File: config.mk
export PLATFORM = sky130hd
export DESIGN_NAME = combat_resolver
export DESIGN_NICKNAME = d
export VERILOG_FILES = /design/src/rtl/combat_resolver.sv
export SDC_FILE = /design/constraint.sdc
export NUM_CORES = 1
export LEC_CHECK = 0
export CAP_MARGIN = 20
export CORE_ASPECT_RATIO = 2
export CORE_MARGIN = 10
export CORE_UTILIZATION = 60
export DETAILED_ROUTE_END_ITERATION = 16
export DONT_BUFFER_PORTS = 1
export HOLD_SLACK_MARGIN = 0.15
export PLACE_DENSITY = 0.76
export RECOVER_POWER = 25
export SLEW_MARGIN = 15
export SYNTH_ARGS = -nofsm -noshare
export SYNTH_HDL_FRONTEND = slang
export SYNTH_SLANG_ARGS = --single-unit
File: constraint.sdc
create_clock -name pixel_Clk -period 2.9 [get_ports pixel_Clk]
set_clock_uncertainty 0.15 [all_clocks]
set_input_delay 0.58 -clock pixel_Clk [delete_from_list [all_inputs] [get_ports pixel_Clk]]
set_output_delay 0.58 -clock pixel_Clk [all_outputs]
set_load 0.02 [all_outputs]
File: src/rtl/combat_resolver.sv
// Per-frame hit resolution for two fighters: folds per-pixel collision strobes into one
// damage decision per frame and tracks health, KO, hit and ball-consume outputs.
module combat_resolver #(
  parameter int unsigned MAX_HEALTH   = 200,
  parameter int unsigned PUNCH_DMG    = 10,
  parameter int unsigned KICK_DMG     = 15,
  parameter int unsigned BALL_DMG     = 30,
  parameter int unsigned BLOCK_SHIFT  = 2,
  parameter int unsigned HIT_COOLDOWN = 30
) (
  input  logic       pixel_Clk,
  input  logic       Reset,
  input  logic       frame_start,
  input  logic       round_start,
  input  logic       collision,
  input  logic       ballcollision,
  input  logic       ballcollision2,
  input  logic       punch,
  input  logic       crouchpunch,
  input  logic       kick,
  input  logic       block,
  input  logic       punch2,
  input  logic       crouchpunch2,
  input  logic       kick2,
  input  logic       block2,
  output logic [9:0] health1,
  output logic [9:0] health2,
  output logic       ko1,
  output logic       ko2,
  output logic       hit1,
  output logic       hit2,
  output logic       ball_consume1,
  output logic       ball_consume2,
  output logic [1:0] dbg_state
);

  typedef enum logic [1:0] {
    S_IDLE  = 2'd0,
    S_FIGHT = 2'd1,
    S_KO    = 2'd2
  } state_t;

  state_t state_q, state_d;

  logic       ov_q, b1_q, b2_q;
  logic       ov_snap, b1_snap, b2_snap;
  logic       resolve, apply;
  logic       valid_q, cons1_q, cons2_q;
  logic [9:0] dmg1_q, dmg2_q;
  logic [9:0] h1_next, h2_next;
  logic [7:0] cd1_q, cd2_q;

  // A strobe on the frame_start cycle itself belongs to the frame being resolved.
  assign ov_snap = ov_q | collision;
  assign b1_snap = b1_q | ballcollision;
  assign b2_snap = b2_q | ballcollision2;

  assign resolve = frame_start && round_start && (state_q == S_FIGHT);
  assign apply   = valid_q && round_start && (state_q == S_FIGHT);

  function automatic logic [9:0] calc_dmg(input logic ov, input logic atk_kick,
                                          input logic atk_punch, input logic atk_cpunch,
                                          input logic ball, input logic blk,
                                          input logic [7:0] cd);
    logic [9:0] raw;
    raw = '0;
    if (ov && atk_kick)                      raw = 10'(KICK_DMG);
    else if (ov && (atk_punch || atk_cpunch)) raw = 10'(PUNCH_DMG);
    if (ball) raw = raw + 10'(BALL_DMG);
    if (blk)  raw = raw >> BLOCK_SHIFT;
    if (cd != 8'd0) raw = '0;
    return raw;
  endfunction

  assign h1_next = (health1 > dmg1_q) ? health1 - dmg1_q : 10'd0;
  assign h2_next = (health2 > dmg2_q) ? health2 - dmg2_q : 10'd0;

  always_ff @(posedge pixel_Clk or negedge Reset) begin
    if (!Reset) begin
      ov_q <= 1'b0;
      b1_q <= 1'b0;
      b2_q <= 1'b0;
    end else if (frame_start) begin
      ov_q <= 1'b0;
      b1_q <= 1'b0;
      b2_q <= 1'b0;
    end else begin
      ov_q <= ov_q | collision;
      b1_q <= b1_q | ballcollision;
      b2_q <= b2_q | ballcollision2;
    end
  end

  // Stage 1: damage for both victims, registered the cycle after frame_start.
  always_ff @(posedge pixel_Clk or negedge Reset) begin
    if (!Reset) begin
      valid_q <= 1'b0;
      dmg1_q  <= '0;
      dmg2_q  <= '0;
      cons1_q <= 1'b0;
      cons2_q <= 1'b0;
    end else begin
      valid_q <= resolve;
      if (resolve) begin
        dmg1_q  <= calc_dmg(ov_snap, kick2, punch2, crouchpunch2, b2_snap, block, cd1_q);
        dmg2_q  <= calc_dmg(ov_snap, kick, punch, crouchpunch, b1_snap, block2, cd2_q);
        cons1_q <= b1_snap;
        cons2_q <= b2_snap;
      end
    end
  end

  // Stage 2: health, cooldown and pulses; leaving the round reloads everything.
  always_ff @(posedge pixel_Clk or negedge Reset) begin
    if (!Reset) begin
      health1       <= 10'(MAX_HEALTH);
      health2       <= 10'(MAX_HEALTH);
      cd1_q         <= '0;
      cd2_q         <= '0;
      hit1          <= 1'b0;
      hit2          <= 1'b0;
      ball_consume1 <= 1'b0;
      ball_consume2 <= 1'b0;
    end else begin
      hit1          <= 1'b0;
      hit2          <= 1'b0;
      ball_consume1 <= 1'b0;
      ball_consume2 <= 1'b0;
      if (!round_start || state_q == S_IDLE) begin
        health1 <= 10'(MAX_HEALTH);
        health2 <= 10'(MAX_HEALTH);
        cd1_q   <= '0;
        cd2_q   <= '0;
      end else if (apply) begin
        health1       <= h1_next;
        health2       <= h2_next;
        hit1          <= (dmg1_q != 10'd0);
        hit2          <= (dmg2_q != 10'd0);
        ball_consume1 <= cons1_q;
        ball_consume2 <= cons2_q;
        if (dmg1_q != 10'd0)   cd1_q <= 8'(HIT_COOLDOWN);
        else if (cd1_q != 8'd0) cd1_q <= cd1_q - 8'd1;
        if (dmg2_q != 10'd0)   cd2_q <= 8'(HIT_COOLDOWN);
        else if (cd2_q != 8'd0) cd2_q <= cd2_q - 8'd1;
      end
    end
  end

  always_ff @(posedge pixel_Clk or negedge Reset) begin
    if (!Reset) state_q <= S_IDLE;
    else        state_q <= state_d;
  end

  always_comb begin
    state_d = state_q;
    case (state_q)
      S_IDLE:  if (frame_start && round_start) state_d = S_FIGHT;
      S_FIGHT: begin
        if (!round_start) state_d = S_IDLE;
        else if (apply && (h1_next == 10'd0 || h2_next == 10'd0)) state_d = S_KO;
      end
      S_KO:    if (!round_start) state_d = S_IDLE;
      default: state_d = S_IDLE;
    endcase
  end

  // Health and state register on the same edge, so KO is visible with the zero health.
  assign ko1       = (state_q == S_KO) && (health1 == 10'd0);
  assign ko2       = (state_q == S_KO) && (health2 == 10'd0);
  assign dbg_state = state_q;

endmodule
### After elaboration in Yosys (flattened, before gate mapping)

Cells that the tools add are included.

| storage, ports and cells | value |
|---|---|
| word-level logic and storage cells | 106 |
| input bits | 15 |
| output and inout port bits | 28 |
| register bits after elaboration | 68 |

| cells by class | value |
|---|---|
| equality and inequality tests | 5 |
| reductions and logical operators | 31 |
| order comparisons | 2 |
| add/subtract/negate cells | 6 |
| multiplexer cells | 42 |
| bitwise operators | 3 |

Operators by type and width:

| kind | count |
|---|---|
| $mux W10 | 14 |
| $mux W8 | 8 |
| $logic_not A10 Y1 | 4 |
| $add A10 B5 Y10 const B | 2 |
| $gt A10 B10 Y1 | 2 |
| $reduce_bool A10 Y1 | 2 |
| $sub A10 B10 Y10 | 2 |
| $mux W4 | 4 |
| $reduce_bool A8 Y1 | 2 |
| $sub A8 B1 Y8 const B | 2 |
| $logic_and A1 B1 Y1 | 11 |
| $mux W1 | 11 |
| $mux W2 | 4 |
| $pmux W2 S3 | 1 |
| $reduce_bool A3 Y1 | 2 |
| $logic_or A1 B1 Y1 | 4 |
| $ne A2 B2 Y1 const B | 2 |
| $reduce_and A2 Y1 | 2 |
| $ne A3 B2 Y1 const B | 1 |
| $or A1 B1 Y1 | 3 |
| $reduce_and A3 Y1 | 1 |
| $eq A2 B1 Y1 const B | 1 |
| $eq A2 B2 Y1 const B | 1 |
| $logic_not A2 Y1 | 1 |
| 2 further kinds | 2 |

### Longest topological paths before layout

Gate-level depths: netlist of the first run.

| logic depth | value |
|---|---|
| word-level depth | 9 |
| mapped depth | 10 |
| mapped depth without buffers | 10 |

### Worst setup path before layout of the first run

OpenSTA, ideal clock, no wires.

| path | value |
|---|---|
| path type | register to register |
| start | register health1[0] |
| end | register state_q[0], in the netlist dbg_state[0] |
| stages on the path, launching flop included | 11 |
| setup slack | 242 ps |
| library setup time | 134 ps |
| arrival time | 2374 ps |
| buffers on the path | 0 |
| data required time | 2616 ps |
| period minus slack after synthesis | 2658 ps |
| cell sequence | dfrtp_1 > inv_1 > ha_1 > fa_1 > nand2b_1 > a21o_1 > a21oi_1 > xor2_1 > a31oi_1 > o32ai_1 > a31oi_1 |

| between the ends | value |
|---|---|
| longest elaborated chain between the ends | 7 |
| elaborated cells on any way between the ends | 8 |
| those cells by class | 1 x add/sub; 1 x order compare; 1 x eq/ne; 1 x mux; 4 x reduce/logical |

RTL lines:

| element | RTL line | text |
|---|---|---|
| from (decl) | 26 | `output logic [9:0] health1,` |
| from (signal assigned) | 116 | `health1 <= 10'(MAX_HEALTH);` |
| from (signal assigned) | 130 | `health1 <= 10'(MAX_HEALTH);` |
| from (signal assigned) | 135 | `health1 <= h1_next;` |
| $sub A10 B10 Y10 / $gt A10 B10 Y1 (equally long branches) | 75 | `assign h1_next = (health1 > dmg1_q) ? health1 - dmg1_q : 10'd0;` |
| $mux W10 (*) | 75 |  |
| $logic_not A10 Y1 (*) | 160 | `else if (apply && (h1_next == 10'd0 \|\| h2_next == 10'd0)) state_d = S_KO;` |
| $logic_or A1 B1 Y1 (*) | 160 |  |
| $logic_and A1 B1 Y1 (*) | 160 |  |
| $ne A3 B2 Y1 (no line) (*) | n/a |  |
| $reduce_and A3 Y1 (no line) (*) | n/a |  |
| to (signal assigned) | 151 | `else state_q <= state_d;` |
| to (decl) | 43 | `state_t state_q, state_d;` |

Mark *: on every way between the ends. The rest lies on a longest branch, timed or not.
A chain may end at the register's enable or synchronous reset.

### Worst setup path after layout of the first run

| path | value |
|---|---|
| start | register health1[3] |
| end | register state_q[0], in the netlist dbg_state[0] |

The elaborated chain is that of the path after synthesis.

==> out/metrics.yaml, run 1 <==
hold_depth: 1
final_cell_mix: "54 x dfrtp_1, 50 x nor2_1, 36 x nand2_1"
synth_fp_nets: 444
rsz0062_at_grt: "no"
hold_class: "in -> reg"
via_count: 3204
gr-total-overflow: 0
clock-sinks: 60
final_common_cell: "dfrtp_1"
p_per_area_mw_per_mm2: 667
finalCriticalPeriod_ps: 2760
setup_viol: 0
initial_core_util: 0.616
grt_pass1_wl_um: 16300
antenna_found_initial: 0
drive_gt1_frac: 0.128
r2r_setup_slack_ps: 140
root_buffer: "clkbuf_16"
async_reset_ff_frac: 1.00
relSlewSlack: 0.00543
clk_pin_slew_ps: 50
intPower_mw: 1.93
die_w_um: 75.3
numCtsBuffers: 9
dp.cells: 481
final_core_util: 0.702
fp.dieH_um: 131
num_antenna_cells: 0
final_nets: 466
period_share: 0.950
grt_max_degree: 61
startpoint: "health1[3]$_DFFE_PN1P_"
synth_edf_count: 0
postCtsSetupBuffers: 0
swShare: 0.309
nFillCells: 456
p_leak_nw: 1.86
seq_area_frac_synth: 0.411
status: "finished with violations"
synthCells: 409
die_area_sq_mm: 0.00983
first_pass_iters: 4
fin_tns_setup_ps: 0
r2r_start: "health1[3]$_DFFE_PN1P_"
gp_congestion: 0.971
ys.warnings.count: 0
cp.arrival_ps: 2850
drv_slew: 0
violations: "max-capacitance violations"
r2r-end: "dbg_state[0]$_DFFE_PN0P_"
hold_viol: 0
clk_latency_ps: 330
io_pins: 43
switchingPower_mw: 0.863
path_class: "reg -> reg"
endpoint: "dbg_state[0]$_DFFE_PN0P_"
p_total_mw: 2.79
max-cap-violations: 1
multi_input_comb_area_sq_mm: 0.00202
synthFlopType: "dfrtp_1"
seq_area_sq_mm: 0.00151
rows: 40
ant_nets: 0
cts_tree: "done"
syn_area_per_cell_sq_um: 8.97
worstMarginPinSlew_ps: 1490
fin_cells: 499
fmax_mhz: 363
cts_max_level: 3
required_ps: 3000
combinationalPowerShare: 0.255
stdcell_area_sq_mm: 0.00418
first_global_vias: 3418
syn_area_sq_mm: 0.00367
drc: 0
clockPowerShare: 0.405
setup.worst_path.end_class: "flip-flop"
coreArea_sq_mm: 0.00596
routed_wirelength_um: 10100
viasPerCell: 6.42
synth_seq_cells: 60
rr_worst_depth: 8
seqPwrFrac: 0.340
drtIter0Drc: 238
critPathLaunchType: "flip-flop"
synth.distinct_cells: 57
layout-area-overhead-vs-synth_pct: 13.9
peakVddDrop_uv: 539
cp_max_fo: 5
cts.path.max_buffers: 2
wl_per_cell_um: 20.2
io_buffers: 0
track_usage: 0.219
placed_cell_area_sq_mm: 0.00384
dp_hpwl_um: 7620
-- cell families after synthesis --
| kind of cell | count (synthesis) | synth area share |
|---|---|---|
| AO/OA/AOI/OAI | 111 | 0.202 |
| AND/OR/NAND/NOR | 161 | 0.229 |
| buffers and inverters | 38 | 0.0399 |
| flip-flops | 60 | 0.411 |
| multiplexers | 1 | 0.00273 |
| XOR/XNOR | 18 | 0.0430 |
| adder cells (fa/ha/maj) | 20 | 0.0723 |
-- Yosys cell counts, types with 2 or more instances --
library cell / number / area (sq um)
nor4_1: 7 / 43.8
xnor2_1: 7 / 61.3
o22ai_1: 9 / 56.3
a21oi_1: 21 / 105
a31oi_1: 2 / 12.5
nor3_4: 2 / 32.5
nor2b_1: 3 / 18.8
nand2_1: 36 / 135
nor2_1: 50 / 188
o32ai_1: 5 / 43.8
nor3_1: 12 / 60.1
nand4_1: 5 / 31.3
nand2b_1: 10 / 62.6
o31ai_1: 4 / 30.0
o311ai_0: 4 / 35.0
and3_1: 2 / 12.5
dfrtp_1: 54 / 1350
and2_1: 4 / 25.0
xor2_1: 11 / 96.3
a311oi_1: 3 / 26.3
or4_1: 6 / 45.0
nand3_1: 7 / 35.0
buf_2: 3 / 15.0
inv_1: 30 / 113
a22o_1: 5 / 43.8
and3_4: 3 / 33.8
clkbuf_1: 5 / 18.8
o41ai_1: 2 / 17.5
fa_1: 2 / 40.0
o21ai_0: 33 / 165
dfstp_2: 6 / 158
or2_2: 2 / 12.5
o21a_1: 2 / 15.0
o2bb2ai_1: 2 / 17.5
a211oi_1: 2 / 15.0
or3_1: 5 / 31.3
ha_1: 18 / 225
a21o_1: 6 / 45.0
-- layout make-up --
class | instances | share of cell area
Tap cell | 63 | 0.0189
Inverter | 30 | 0.0269
Clock buffer | 9 | 0.0539
Multi-Input combinational cell | 311 | 0.483
Timing Repair Buffer | 19 | 0.0341
Clock inverter | 7 | 0.0218
Sequential cell | 60 | 0.361
-- what timing repair did --
| item | in CTS | in global routing |
|---|---|---|
| resized for setup | 0 | 1 |
| setup endpoints to repair | 0 | 2 |
| hold endpoints to repair | 60 | 0 |
| hold buffers | 2 | 0 |
-- worst min-delay path by stage --
stage                 from                    to  slack [ps]
6_report       frame_start        b2_q$_DFF_PN0_         160
5_1_grt        frame_start        ov_q$_DFF_PN0_         150
4_1_cts        frame_start        b1_q$_DFF_PN0_         150
3_5_place_dp         Reset  cd1_q[1]$_DFFE_PN0P_         140
3_3_place_gp         Reset  cd1_q[0]$_DFFE_PN0P_         140
2_1_floorplan        Reset        b1_q$_DFF_PN0_         130
-- metrics by stage --
step	hold WS, ps	worst slack [ps]
final	165	145
after global placement	136	261
after floorplan	134	242
after detailed placement	136	205
after CTS	153	109
after global routing	152	8.49
-- state kept, by name, indices dropped and copies added, names as in the netlist, 2 cells and up --
signal     flops
health1       10
health2       10
cd1_q          8
cd2_q          8
dmg1_q         6
dmg2_q         6
dbg_state      2
-- per-layer routing --
metal / vias up / track usage / share of wire
met5: - / 0 / 0
met4: 0 / 0.120 / 0.049
met3: 35 / 0.0619 / 0.060
met2: 92 / 0.388 / 0.54
met1: 1543 / 0.218 / 0.35
li1: 1534 / - / -
-- worst max-delay path, stage by stage, from the launching register on --
cell and delay, ps:
dfstp_2 620, ha_1 320, o21ai_0 110, a21oi_1 90
o32a_1 340, or2_1 270, a211oi_1 400, o32ai_2 170
a31oi_1 210
-- power groups by stage --
stage / Combinational (mW) / Sequential [mW] / Clock, mW
6_report: 0.710 / 0.949 / 1.13
5_1_grt: 0.789 / 0.957 / 1.19
4_1_cts: 0.707 / 0.949 / 1.14
3_5_place_dp: 0.677 / 0.963 / 0
3_3_place_gp: 0.671 / 0.959 / 0
2_1_floorplan: 0.520 / 0.950 / 0
No activity file was read; power rests on OpenSTA's default activity.
==> run 2, diff against run 1 <==
==> constraint.sdc (replaced) <==
create_clock -name pixel_Clk -period 2.9 [get_ports pixel_Clk]
set_clock_uncertainty 0.15 [all_clocks]
set_input_delay 0.58 -clock pixel_Clk [delete_from_list [all_inputs] [get_ports pixel_Clk]]
set_output_delay 0.58 -clock pixel_Clk [all_outputs]
set_load 0.005 [all_outputs]
==> run 2 against run 1 <==
The flow now finishes without violations. Core utilization shrank 1.2 points. Combinational power is 1% higher. Power decreased by 4.6%. Setup slack gained 35 ps. Maximum frequency rose by 1.3%. Cell area down 1.7%. Clock power shrank 12%. Via count grew 0.75%. Clock-buffer cell count is 6 higher. Critical path type unchanged. Largest cell class unchanged.
==> out/metrics.yaml, run 2 (synthesis gave the netlist of run 1 again) <==
status: "completed"  # was finished with violations
required_ps: 2950  # was 3000 ps
stdcell_area_sq_mm: 0.00411  # was 0.00418 sq mm
p_per_area_mw_per_mm2: 647  # was 667 mW/mm^2
grt_pass1_wl_um: 16100  # was 16,300 um
postCtsSetupBuffers: 0  # unchanged
grt_max_degree: 61  # unchanged
io_buffers: 0  # unchanged
io_pins: 43  # unchanged
first_global_vias: 3253  # was 3,418
peakVddDrop_uv: 545  # was 539 uV
gr-total-overflow: 0  # unchanged
viasPerCell: 6.55  # was 6.42
dp_hpwl_um: 7750  # was 7620 um
drv_slew: 0  # unchanged
p_leak_nw: 1.80  # was 1.86 nW
relSlewSlack: 0.0324  # was 0.00543
cts_max_level: 3  # unchanged
reg.largest.list: "health1 (10), health2 (10)"  # unchanged
final_nets: 460  # was 466
fin_tns_setup_ps: 0  # unchanged
fmax_mhz: 368  # was 363 MHz
finalCriticalPeriod_ps: 2720  # was 2760 ps
setup_viol: 0  # unchanged
routed_wirelength_um: 10000  # was 10,100 um
root_buffer: "clkbuf_16"  # unchanged
clk_pin_slew_ps: 50  # about the same
rows: 40  # unchanged
drive_gt1_frac: 0.109  # was 0.128
max-cap-violations: 0  # was 1
cts.path.max_buffers: 2  # unchanged
period_share: 0.938  # was 0.950
clock-sinks: 60  # unchanged
final_cell_mix: "54 x dfrtp_1, 50 x nor2_1, 36 x nand2_1"  # unchanged
worstMarginPinSlew_ps: 1450  # was 1490 ps
clk_latency_ps: 340  # was 330 ps
cp_max_fo: 3  # was 5
critPathLaunchType: "flip-flop"  # unchanged
ant_nets: 0  # unchanged
first_pass_iters: 5  # was 4
antenna_found_initial: 0  # unchanged
setup.worst_path.end_class: "flip-flop"  # unchanged
track_usage: 0.216  # was 0.219
rsz0062_at_grt: "no"  # unchanged
fp.dieH_um: 131  # unchanged
nFillCells: 506  # was 456
path_class: "reg -> reg"  # unchanged
via_count: 3228  # was 3,204
initial_core_util: 0.616  # unchanged
hold_class: "in -> reg"  # unchanged
hold_viol: 0  # unchanged
coreArea_sq_mm: 0.00596  # unchanged
num_antenna_cells: 0  # unchanged
cts_tree: "done"  # unchanged
wl_per_cell_um: 20.3  # was 20.2 um
layout-area-overhead-vs-synth_pct: 12.0  # was 13.9%
cp.arrival_ps: 2770  # was 2850 ps
placed_cell_area_sq_mm: 0.00379  # was 0.00384 sq mm
gp_congestion: 0.982  # was 0.971
drc: 0  # unchanged
final_common_cell: "dfrtp_1"  # unchanged
die_area_sq_mm: 0.00983  # unchanged
drtIter0Drc: 217  # was 238
die_w_um: 75.3  # unchanged
numCtsBuffers: 9  # unchanged
## run 2: cell types whose count changed in the layout (fill, tap and decap cells not counted), sizes merged
cell / before / now
clkbuf: 10 / 17
clkinv: 4 / 1
dlygate4sd3: 1 / 2
clkinvlp: 1 / 0
bufinv: 2 / 0
buf: 17 / 9
## run 2: metrics by stage
stage	std cells	power, mW	utilization	hold slack (ps)	worst slack (ps)
2_1_floorplan	409	1.47	-	134	365
3_3_place_gp	474	1.62	0.636	136	235
3_5_place_dp	474	1.64	0.636	137	142
4_1_cts	492	2.65	0.690	154	147
5_1_grt	493	2.79	0.690	154	16.8
6_report	493	2.66	0.690	162	180
## run 2: layer usage
layer	global-route usage	routed length [um]
met5	0	0
met4	0.116	382
met3	0.0680	655
met2	0.381	5480
met1	0.214	3500
## run 2: path summary, 6_finish.rpt
path / startpoint / end / slack, ps / cells after the start
min in group asynchronous: Reset / health1[5]$_DFFE_PN0P_ / 990 / 2
worst max-delay path: health1[0]$_DFFE_PN0P_ / dbg_state[0]$_DFFE_PN0P_ / 180 / 10
worst max register to register: health1[0]$_DFFE_PN0P_ / dbg_state[0]$_DFFE_PN0P_ / 180 / 10
max in group asynchronous: Reset / b1_q$_DFF_PN0_ / 720 / 2
worst min register to register: cons2_q$_DFFE_PN0P_ / ball_consume2$_DFF_PN0_ / 320 / 1
worst min-delay path: frame_start / ov_q$_DFF_PN0_ / 160 / 1
## run 2: final cells by class
| cell class | count | area [sq um] | area share |
|---|---|---|---|
| Timing Repair Buffer | 13 | 96.3 | 0.0234 |
| Sequential cell | 60 | 1510 | 0.367 |
| Inverter | 30 | 113 | 0.0274 |
| Tap cell | 63 | 78.8 | 0.0192 |
| Clock inverter | 1 | 5.00 | 0.00122 |
| Multi-Input combinational cell | 311 | 2030 | 0.494 |
| Clock buffer | 15 | 278 | 0.0676 |
## run 2: worst max-delay path, cell delays in order, from the launching register on
cell and delay, ps:
dfrtp_1 410, inv_1 80, ha_1 220, fa_1 390, nand2b_1 180, a21o_1 180
a21oi_1 200, xor2_1 180, a31oi_1 130, o32ai_2 330, a31oi_1 120
## run 2: where the power goes
part | total, mW | internal, mW | switching, mW
registers | 0.947 | 0.897 | 0.0501
logic | 0.718 | 0.291 | 0.428
clock network | 0.996 | 0.646 | 0.350
## run 2: repair_timing
action	4_1_cts	5_1_grt
hold buffers	2	1
resized for setup	0	5
endpoints found under the setup margin	0	4
endpoints found under the hold margin	60	1
